**src/rtl/io_fifo_pkg.sv**
```systemverilog
// io_fifo_pkg
// Shared definitions for the io_fifo_port peripheral: register offsets,
// STATUS/CTRL bit positions, the bus-cycle FSM state type and a helper
// that packs the STATUS byte.
package io_fifo_pkg;

   // Register offsets within the 4-byte window
   localparam logic [1:0] OFF_DATA   = 2'd0;
   localparam logic [1:0] OFF_STATUS = 2'd1;
   localparam logic [1:0] OFF_COUNT  = 2'd2;
   localparam logic [1:0] OFF_CTRL   = 2'd3;

   // STATUS bit positions
   localparam int STS_TX_FULL  = 32'sd0;
   localparam int STS_TX_EMPTY = 32'sd1;
   localparam int STS_RX_FULL  = 32'sd2;
   localparam int STS_RX_EMPTY = 32'sd3;
   localparam int STS_TX_OVF   = 32'sd4;
   localparam int STS_RX_UDF   = 32'sd5;

   // CTRL bit positions
   localparam int CTRL_RX_IRQ_EN = 32'sd0;
   localparam int CTRL_TX_IRQ_EN = 32'sd1;
   localparam int CTRL_FLUSH     = 32'sd7;

   typedef enum logic [1:0] {
      ST_IDLE   = 2'd0,
      ST_RD_ACT = 2'd1,
      ST_WR_ACT = 2'd2
   } bus_state_t;

   function automatic logic [7:0] pack_status(input logic tx_full, input logic tx_empty,
                                              input logic rx_full, input logic rx_empty,
                                              input logic tx_ovf,  input logic rx_udf);
      logic [7:0] s;
      s               = 8'h00;
      s[STS_TX_FULL]  = tx_full;
      s[STS_TX_EMPTY] = tx_empty;
      s[STS_RX_FULL]  = rx_full;
      s[STS_RX_EMPTY] = rx_empty;
      s[STS_TX_OVF]   = tx_ovf;
      s[STS_RX_UDF]   = rx_udf;
      return s;
   endfunction

endpackage

```
**src/rtl/sync_fifo.sv**
```systemverilog
// sync_fifo
// Single-clock FIFO with occupancy count. A push while full is accepted only
// when a pop happens in the same cycle; flush empties the FIFO and overrides
// any coincident push/pop.
// Ports:
//   clk, rst_n         clock, asynchronous active-low reset
//   push, pop, flush   requests (pop ignored when empty)
//   din                write data
//   count              occupancy, AW+1 bits
//   full, empty        derived from count
//   head               entry at the read pointer
module sync_fifo #(
   parameter  int DEPTH = 8,
   parameter  int W     = 8,
   localparam int AW    = $clog2(DEPTH)
) (
   input  logic          clk,
   input  logic          rst_n,
   input  logic          push,
   input  logic          pop,
   input  logic          flush,
   input  logic [W-1:0]  din,
   output logic [AW:0]   count,
   output logic          full,
   output logic          empty,
   output logic [W-1:0]  head
);

   localparam logic [AW:0] FULL_CNT = (AW+1)'(DEPTH);

   logic [W-1:0]  mem_r [DEPTH];
   logic [AW-1:0] wr_ptr_r;
   logic [AW-1:0] rd_ptr_r;
   logic [AW:0]   count_r;
   logic          do_push_s;
   logic          do_pop_s;

   assign count = count_r;
   assign full  = (count_r == FULL_CNT);
   assign empty = (count_r == '0);
   assign head  = mem_r[rd_ptr_r];

   // Qualify requests; a full FIFO still takes a push when it also pops
   always_comb begin
      do_pop_s  = pop & ~empty;
      do_push_s = push & (~full | do_pop_s);
   end

   // Pointer and occupancy tracking
   always_ff @(posedge clk or negedge rst_n) begin
      if (!rst_n) begin
         wr_ptr_r <= '0;
         rd_ptr_r <= '0;
         count_r  <= '0;
      end else if (flush) begin
         wr_ptr_r <= '0;
         rd_ptr_r <= '0;
         count_r  <= '0;
      end else begin
         if (do_push_s) wr_ptr_r <= wr_ptr_r + AW'(1'b1);
         if (do_pop_s)  rd_ptr_r <= rd_ptr_r + AW'(1'b1);
         case ({do_push_s, do_pop_s})
            2'b10:   count_r <= count_r + (AW+1)'(1'b1);
            2'b01:   count_r <= count_r - (AW+1)'(1'b1);
            default: count_r <= count_r;
         endcase
      end
   end

   // Storage array; contents after reset are irrelevant
   always_ff @(posedge clk) begin
      if (do_push_s) mem_r[wr_ptr_r] <= din;
   end

endmodule

```
**src/rtl/io_fifo_port.sv**
```systemverilog
// io_fifo_port
// I/O-mapped byte FIFO peripheral for the 8088 bus. Registers at BASE+0..3:
// DATA (R pops RX, W pushes TX), STATUS, COUNT, CTRL (irq enables, flush).
// Bus accesses run through a three-state FSM that applies exactly one side
// effect per bus cycle, on the first clock that sees the strobe released.
// Optional macro IO_FIFO_IRQ_EN: enables the INTR output and the writable
// CTRL[1:0] interrupt enables; without it INTR is 0 and CTRL[1:0] read 0.
// Ports:
//   CLK, RESET_N           bus clock, asynchronous active-low reset
//   CS, IOM, ADDR          decode inputs (ADDR[15:0] compared)
//   RD_N, WR_N             bus strobes, active low
//   DATA_IN/DATA_OUT/DATA_OE  transceiver data path
//   TX_DATA/TX_VALID/TX_READY device-side TX stream
//   RX_DATA/RX_VALID/RX_READY device-side RX stream
//   INTR                   interrupt request
module io_fifo_port
   import io_fifo_pkg::*;
#(
   parameter  logic [15:0] BASE  = 16'h1C10,
   parameter  int          DEPTH = 8,
   localparam int          AW    = $clog2(DEPTH)
) (
   input  logic        CLK,
   input  logic        RESET_N,
   input  logic        CS,
   input  logic        IOM,
   input  logic [19:0] ADDR,
   input  logic        RD_N,
   input  logic        WR_N,
   input  logic [7:0]  DATA_IN,
   output logic [7:0]  DATA_OUT,
   output logic        DATA_OE,
   output logic [7:0]  TX_DATA,
   output logic        TX_VALID,
   input  logic        TX_READY,
   input  logic [7:0]  RX_DATA,
   input  logic        RX_VALID,
   output logic        RX_READY,
   output logic        INTR
);

   bus_state_t  state_r;
   logic [1:0]  off_r;
   logic [7:0]  wdata_r;
   logic        rd_empty_r;   // RX was empty when the read began
   logic        tx_ovf_r;
   logic        rx_udf_r;
   logic        rx_irq_en;
   logic        tx_irq_en;

   logic        hit_s;
   logic        tx_push_s, tx_pop_s, rx_push_s, rx_pop_s;
   logic        flush_s, ctrl_wr_s, sts_clr_s, udf_set_s;
   logic [7:0]  rdata_s;

   logic [AW:0] tx_count, rx_count;
   logic        tx_full, tx_empty, rx_full, rx_empty;
   logic [7:0]  rx_head;

   logic        unused_addr_s;
   assign unused_addr_s = ^ADDR[19:16];

   assign hit_s     = CS & IOM & (ADDR[15:2] == BASE[15:2]);
   assign tx_pop_s  = ~tx_empty & TX_READY;
   assign rx_push_s = RX_VALID & ~rx_full;
   assign TX_VALID  = ~tx_empty;
   assign RX_READY  = ~rx_full;

   sync_fifo #(.DEPTH(DEPTH), .W(8)) u_tx_fifo (
      .clk(CLK), .rst_n(RESET_N), .push(tx_push_s), .pop(tx_pop_s), .flush(flush_s),
      .din(wdata_r), .count(tx_count), .full(tx_full), .empty(tx_empty), .head(TX_DATA)
   );

   sync_fifo #(.DEPTH(DEPTH), .W(8)) u_rx_fifo (
      .clk(CLK), .rst_n(RESET_N), .push(rx_push_s), .pop(rx_pop_s), .flush(flush_s),
      .din(RX_DATA), .count(rx_count), .full(rx_full), .empty(rx_empty), .head(rx_head)
   );

   // Side-effect pulses, asserted only on the clock that closes a bus cycle
   always_comb begin
      tx_push_s = 1'b0;
      rx_pop_s  = 1'b0;
      flush_s   = 1'b0;
      ctrl_wr_s = 1'b0;
      sts_clr_s = 1'b0;
      udf_set_s = 1'b0;
      if (state_r == ST_WR_ACT && WR_N) begin
         case (off_r)
            OFF_DATA: tx_push_s = 1'b1;
            OFF_CTRL: begin
               ctrl_wr_s = 1'b1;
               flush_s   = wdata_r[CTRL_FLUSH];
            end
            default: ;
         endcase
      end else if (state_r == ST_RD_ACT && RD_N) begin
         case (off_r)
            OFF_DATA: begin
               rx_pop_s  = ~rd_empty_r;
               udf_set_s = rd_empty_r;
            end
            OFF_STATUS: sts_clr_s = 1'b1;
            default: ;
         endcase
      end else begin
         tx_push_s = 1'b0;
      end
   end

   // Read-data mux, evaluated at the entry of a read cycle
   always_comb begin
      rdata_s = 8'h00;
      case (ADDR[1:0])
         OFF_DATA:   rdata_s = rx_empty ? 8'h00 : rx_head;
         OFF_STATUS: rdata_s = pack_status(tx_full, tx_empty, rx_full, rx_empty, tx_ovf_r, rx_udf_r);
         OFF_COUNT:  rdata_s = {4'(rx_count), 4'(tx_count)};
         OFF_CTRL:   rdata_s = {6'b000000, tx_irq_en, rx_irq_en};
         default:    rdata_s = 8'h00;
      endcase
   end

   // Bus-cycle FSM with registered read data and drive enable
   always_ff @(posedge CLK or negedge RESET_N) begin
      if (!RESET_N) begin
         state_r    <= ST_IDLE;
         DATA_OE    <= 1'b0;
         DATA_OUT   <= 8'h00;
         off_r      <= 2'd0;
         wdata_r    <= 8'h00;
         rd_empty_r <= 1'b0;
      end else begin
         case (state_r)
            ST_IDLE: begin
               // both strobes low is a write, so WR_N is tested first
               if (hit_s && !WR_N) begin
                  state_r <= ST_WR_ACT;
                  off_r   <= ADDR[1:0];
                  wdata_r <= DATA_IN;
               end else if (hit_s && !RD_N) begin
                  state_r    <= ST_RD_ACT;
                  off_r      <= ADDR[1:0];
                  DATA_OUT   <= rdata_s;
                  DATA_OE    <= 1'b1;
                  rd_empty_r <= rx_empty;
               end
            end
            ST_RD_ACT: begin
               if (RD_N) begin
                  DATA_OE <= 1'b0;
                  state_r <= ST_IDLE;
               end
            end
            ST_WR_ACT: begin
               if (!WR_N) wdata_r <= DATA_IN;
               else       state_r <= ST_IDLE;
            end
            default: begin
               state_r <= ST_IDLE;
               DATA_OE <= 1'b0;
            end
         endcase
      end
   end

   // Sticky error flags; a new error in the clearing cycle wins
   always_ff @(posedge CLK or negedge RESET_N) begin
      if (!RESET_N) begin
         tx_ovf_r <= 1'b0;
         rx_udf_r <= 1'b0;
      end else begin
         if (tx_push_s && tx_full && !tx_pop_s) tx_ovf_r <= 1'b1;
         else if (sts_clr_s)                    tx_ovf_r <= 1'b0;
         if (udf_set_s)                         rx_udf_r <= 1'b1;
         else if (sts_clr_s)                    rx_udf_r <= 1'b0;
      end
   end

`ifdef IO_FIFO_IRQ_EN
   logic intr_r;
   assign INTR = intr_r;

   // Interrupt enables and registered interrupt request
   always_ff @(posedge CLK or negedge RESET_N) begin
      if (!RESET_N) begin
         rx_irq_en <= 1'b0;
         tx_irq_en <= 1'b0;
         intr_r    <= 1'b0;
      end else begin
         if (ctrl_wr_s) begin
            rx_irq_en <= wdata_r[CTRL_RX_IRQ_EN];
            tx_irq_en <= wdata_r[CTRL_TX_IRQ_EN];
         end
         intr_r <= (rx_irq_en & ~rx_empty) | (tx_irq_en & tx_empty);
      end
   end
`else
   logic unused_ctrl_s;
   assign unused_ctrl_s = ctrl_wr_s;
   assign rx_irq_en     = 1'b0;
   assign tx_irq_en     = 1'b0;
   assign INTR          = 1'b0;
`endif

endmodule

```
**config.mk**
```make
export PLATFORM = sky130hd
export DESIGN_NAME = io_fifo_port
export DESIGN_NICKNAME = d
export VERILOG_FILES = /design/src/rtl/io_fifo_pkg.sv /design/src/rtl/sync_fifo.sv /design/src/rtl/io_fifo_port.sv
export SDC_FILE = /design/constraint.sdc
export NUM_CORES = 1
export LEC_CHECK = 0
export BUFFER_PORTS_ARGS = -buffer_cell sky130_fd_sc_hd__clkbuf_2
export CAP_MARGIN = 10
export CORE_MARGIN = 2
export CORE_UTILIZATION = 61
export CTS_BUF_LIST = sky130_fd_sc_hd__clkbuf_8
export DETAILED_ROUTE_END_ITERATION = 10
export PLACE_DENSITY = 0.81
export RECOVER_POWER = 100
export SKIP_LAST_GASP = 1
export SYNTH_ARGS = -nofsm -noshare
export SYNTH_HDL_FRONTEND = slang
export SYNTH_SLANG_ARGS = --single-unit
```
**constraint.sdc**
```tcl
create_clock -name CLK -period 3.5 [get_ports CLK]
set_clock_uncertainty 0.15 [all_clocks]
set_input_delay 0.875 -clock CLK [delete_from_list [all_inputs] [get_ports CLK]]
set_output_delay 0.875 -clock CLK [all_outputs]
set_load 0.005 [all_outputs]
```
==> reports/qor.csv <==
stage,metric,value,unit
timing,min_period_over_period,0.904,
yosys,yosysTopAreaCell,edfxtp_1,
global_route,grt_pass1_vias,4079,
global_route,antenna_found_initial,0,
cells_and_area,antenna_cells,0,
power,power_density,625,nW/µm²
die,die_h,113,µm
timing,tightest_slew,1.83,ns
status,violations,"max-capacitance violations, max-slew violations",
clock_tree,cts.path.max_buffers,2,
route,ant_nets,0,
route,drc,0,
cells_and_area,fill_cells,780,
yosys,yosysWarningCount,0,
yosys,netlist_area,7210,µm²
power,leakagePower,2.89,nW
timing,hold_ws,0.238,ns
global_route,grt_max_degree,45,
clock_tree,cts_buffers,17,
timing,max_freq,316,MHz
flow_run,maxCapViolCount,1,
cells_and_area,syn2layout_area_growth,11.6,%
clock_tree,clkTransAtPathRegs,0.08,ns
clock_tree,clk_latency,0.46,ns
yosys,syn_inst,424,
setup_path,endpoint_kind,output port,
yosys,synth_edf_count,128,
timing,finalSetupViolCount,0,
setup_path,arrival,2.14,ns
clock_tree,htreeDepth,4,
die,core_area,11500,µm²
timing,maxSlewViolCount,35,
setup_path,r2r_cells,6,
timing,rsz0062_at_grt,no,
route,avgRoutedWirePerCell,20.1,µm
clock_tree,cts_setup_buffers,0,
yosys,ys_seq_area_frac,0.686,
placed_design,portBuffers,58,
yosys,synth.avg_cell_area,17.0,µm²
cells_and_area,seq_area,4940,µm²
global_route,grt.overflow.total,0,
yosys,async_flop_share,0.256,
die,rows,39,
yosys,syn_nets,477,
die,ios,64,
cells_and_area,nets,562,
setup_path,cp.required,2.47,ns
placed_design,hpwl,9090,µm
route,avgViaCountPerCell,5.90,
clock_tree,cts_tree,built,
yosys,yosys-top-cells-area,"edfxtp_1 53%, dfrtp_1 15%, mux4_2 10%",
route,first_iter_violations,345,
route,vias,3922,
min_path,hp-class,in -> async,
placed_design,gp_congestion,0.843,
timing,finalWorstPathRequiredPeriod,3.16,ns
power,power.total,0.00503,W
die,die_w,113,µm
clock_tree,cts.sinks,172,
yosys,ys_types,57,
setup_path,cp_max_fo,18,
timing,fin_setup_tns,0,ns
route,routed_wl,13300,µm
clock_tree,hold_buffers,0,
yosys,synth_seq_cells,172,
timing,slew_headroom,-0.219,
global_route,grt_pass1_wl,21000,µm
cells_and_area,layout_commonest_cell,edfxtp_1,
die,start_util,0.628,
global_route,gr-usage-all-layers,0.226,
timing,hold_viol,0,
yosys,synth_top_area_share,0.533,
clock_tree,post_cts_resize_count,0,
clock_tree,cts_root_buf,clkbuf_8,
yosys,synth_ff_type,edfxtp_1,
cells_and_area,final_cell_mix,"128 x edfxtp_1, 44 x dfrtp_1, 44 x clkbuf_2",
setup_path,worst-setup-path-type,reg -> out,
route,firstDrtPassIters,4,
cells_and_area,final_util,0.702,
setup_path,startpoint_type,register,
cells_and_area,multi_input_area,2100,µm²
die,die_area,12700,µm²
cells_and_area,drive_above_1_share,0.272,
power,peakVddDrop,0.000402,V
status,outcome,finished with violations,
## flip-flops by register name, summed over array words and instances (netlist names), 4 cells and up
name / flops
wdata_r: 8
u_tx_fifo.count: 4
u_rx_fifo.count: 4
DATA_OUT: 8
u_rx_fifo.mem_r: 64
u_tx_fifo.mem_r: 64
## cell usage after synthesis (6+ instances only)
cell type and number:
nand2_1 22, ha_1 8, xnor2_1 6, a21oi_1 15
xor2_1 6, buf_2 6, clkbuf_1 6, dfrtp_1 44
inv_1 7, edfxtp_1 128, nor2_1 36, mux2_2 27
nor3_1 10, mux4_2 32
## cell families (layout without fill, tap and decap cells)
| kind of cell | after synthesis | count (layout) | share of synthesized area |
|---|---|---|---|
| flops | 172 | 172 | 0.686 |
| fa+ha+maj | 10 | 10 | 0.0181 |
| other cells | 1 | 1 | 0.000520 |
| mux | 63 | 63 | 0.148 |
| simple gates | 98 | 98 | 0.0707 |
| compound gates | 42 | 42 | 0.0434 |
| xor+xnor | 13 | 13 | 0.0168 |
| buf+inv | 25 | 123 | 0.0167 |
## routing by layer
layer	vias to the layer above	global-route usage	wire length, µm
met5	-	0	0
met4	0	0.115	246
met3	18	0.0584	870
met2	121	0.393	7210
met1	1965	0.259	5000
li1	1818	-	-
## critical path, stage by stage (launching register included)
cell and delay [ns]:
dfrtp_1 0.86, mux4_2 0.43, mux2_2 0.28, clkbuf_2 0.11
## metrics by stage
step / cells / setup WS [ns] / cell area, µm²
2_1_floorplan: 424 / 0.802 / 7210
3_3_place_gp: 632 / 0.560 / 7780
3_5_place_dp: 632 / 0.495 / 7780
4_1_cts: 664 / 0.271 / 8180
5_1_grt: 665 / 0.222 / 8050
6_report: 665 / 0.336 / 8050
## power breakdown
part / total, W / internal (W) / switching, W
clock: 0.00139 / 0.000701 / 0.000688
combinational: 0.000986 / 0.000528 / 0.000458
sequential: 0.00266 / 0.00242 / 0.000239
## final cells by class
| class | instances | share of cell area |
|---|---|---|
| Timing Repair Buffer | 84 | 0.0484 |
| Clock buffer | 17 | 0.0291 |
| Multi-Input combinational cell | 227 | 0.261 |
| Clock inverter | 15 | 0.0216 |
| Inverter | 7 | 0.00327 |
| Tap cell | 143 | 0.0222 |
| Sequential cell | 172 | 0.615 |
## worst paths after layout
kind,start,to,slack (ns)
worst min register to register,DATA_OE$_DFFE_PN0P_,DATA_OE$_DFFE_PN0P_,0.37
worst max register to register,u_tx_fifo.count[1]$_DFFE_PN0P_,u_tx_fifo.mem_r[6][2]$_DFFE_PP_,0.42
max in group asynchronous,RESET_N,wdata_r[4]$_DFFE_PN0P_,0.87
worst min-delay path,RESET_N,u_tx_fifo.count[1]$_DFFE_PN0P_,0.24
min in group CLK,DATA_OE$_DFFE_PN0P_,DATA_OE$_DFFE_PN0P_,0.37
worst max-delay path,u_tx_fifo.rd_ptr_r[1]$_DFFE_PN0P_,TX_DATA[5],0.34
(Power assumes the default switching activity.)
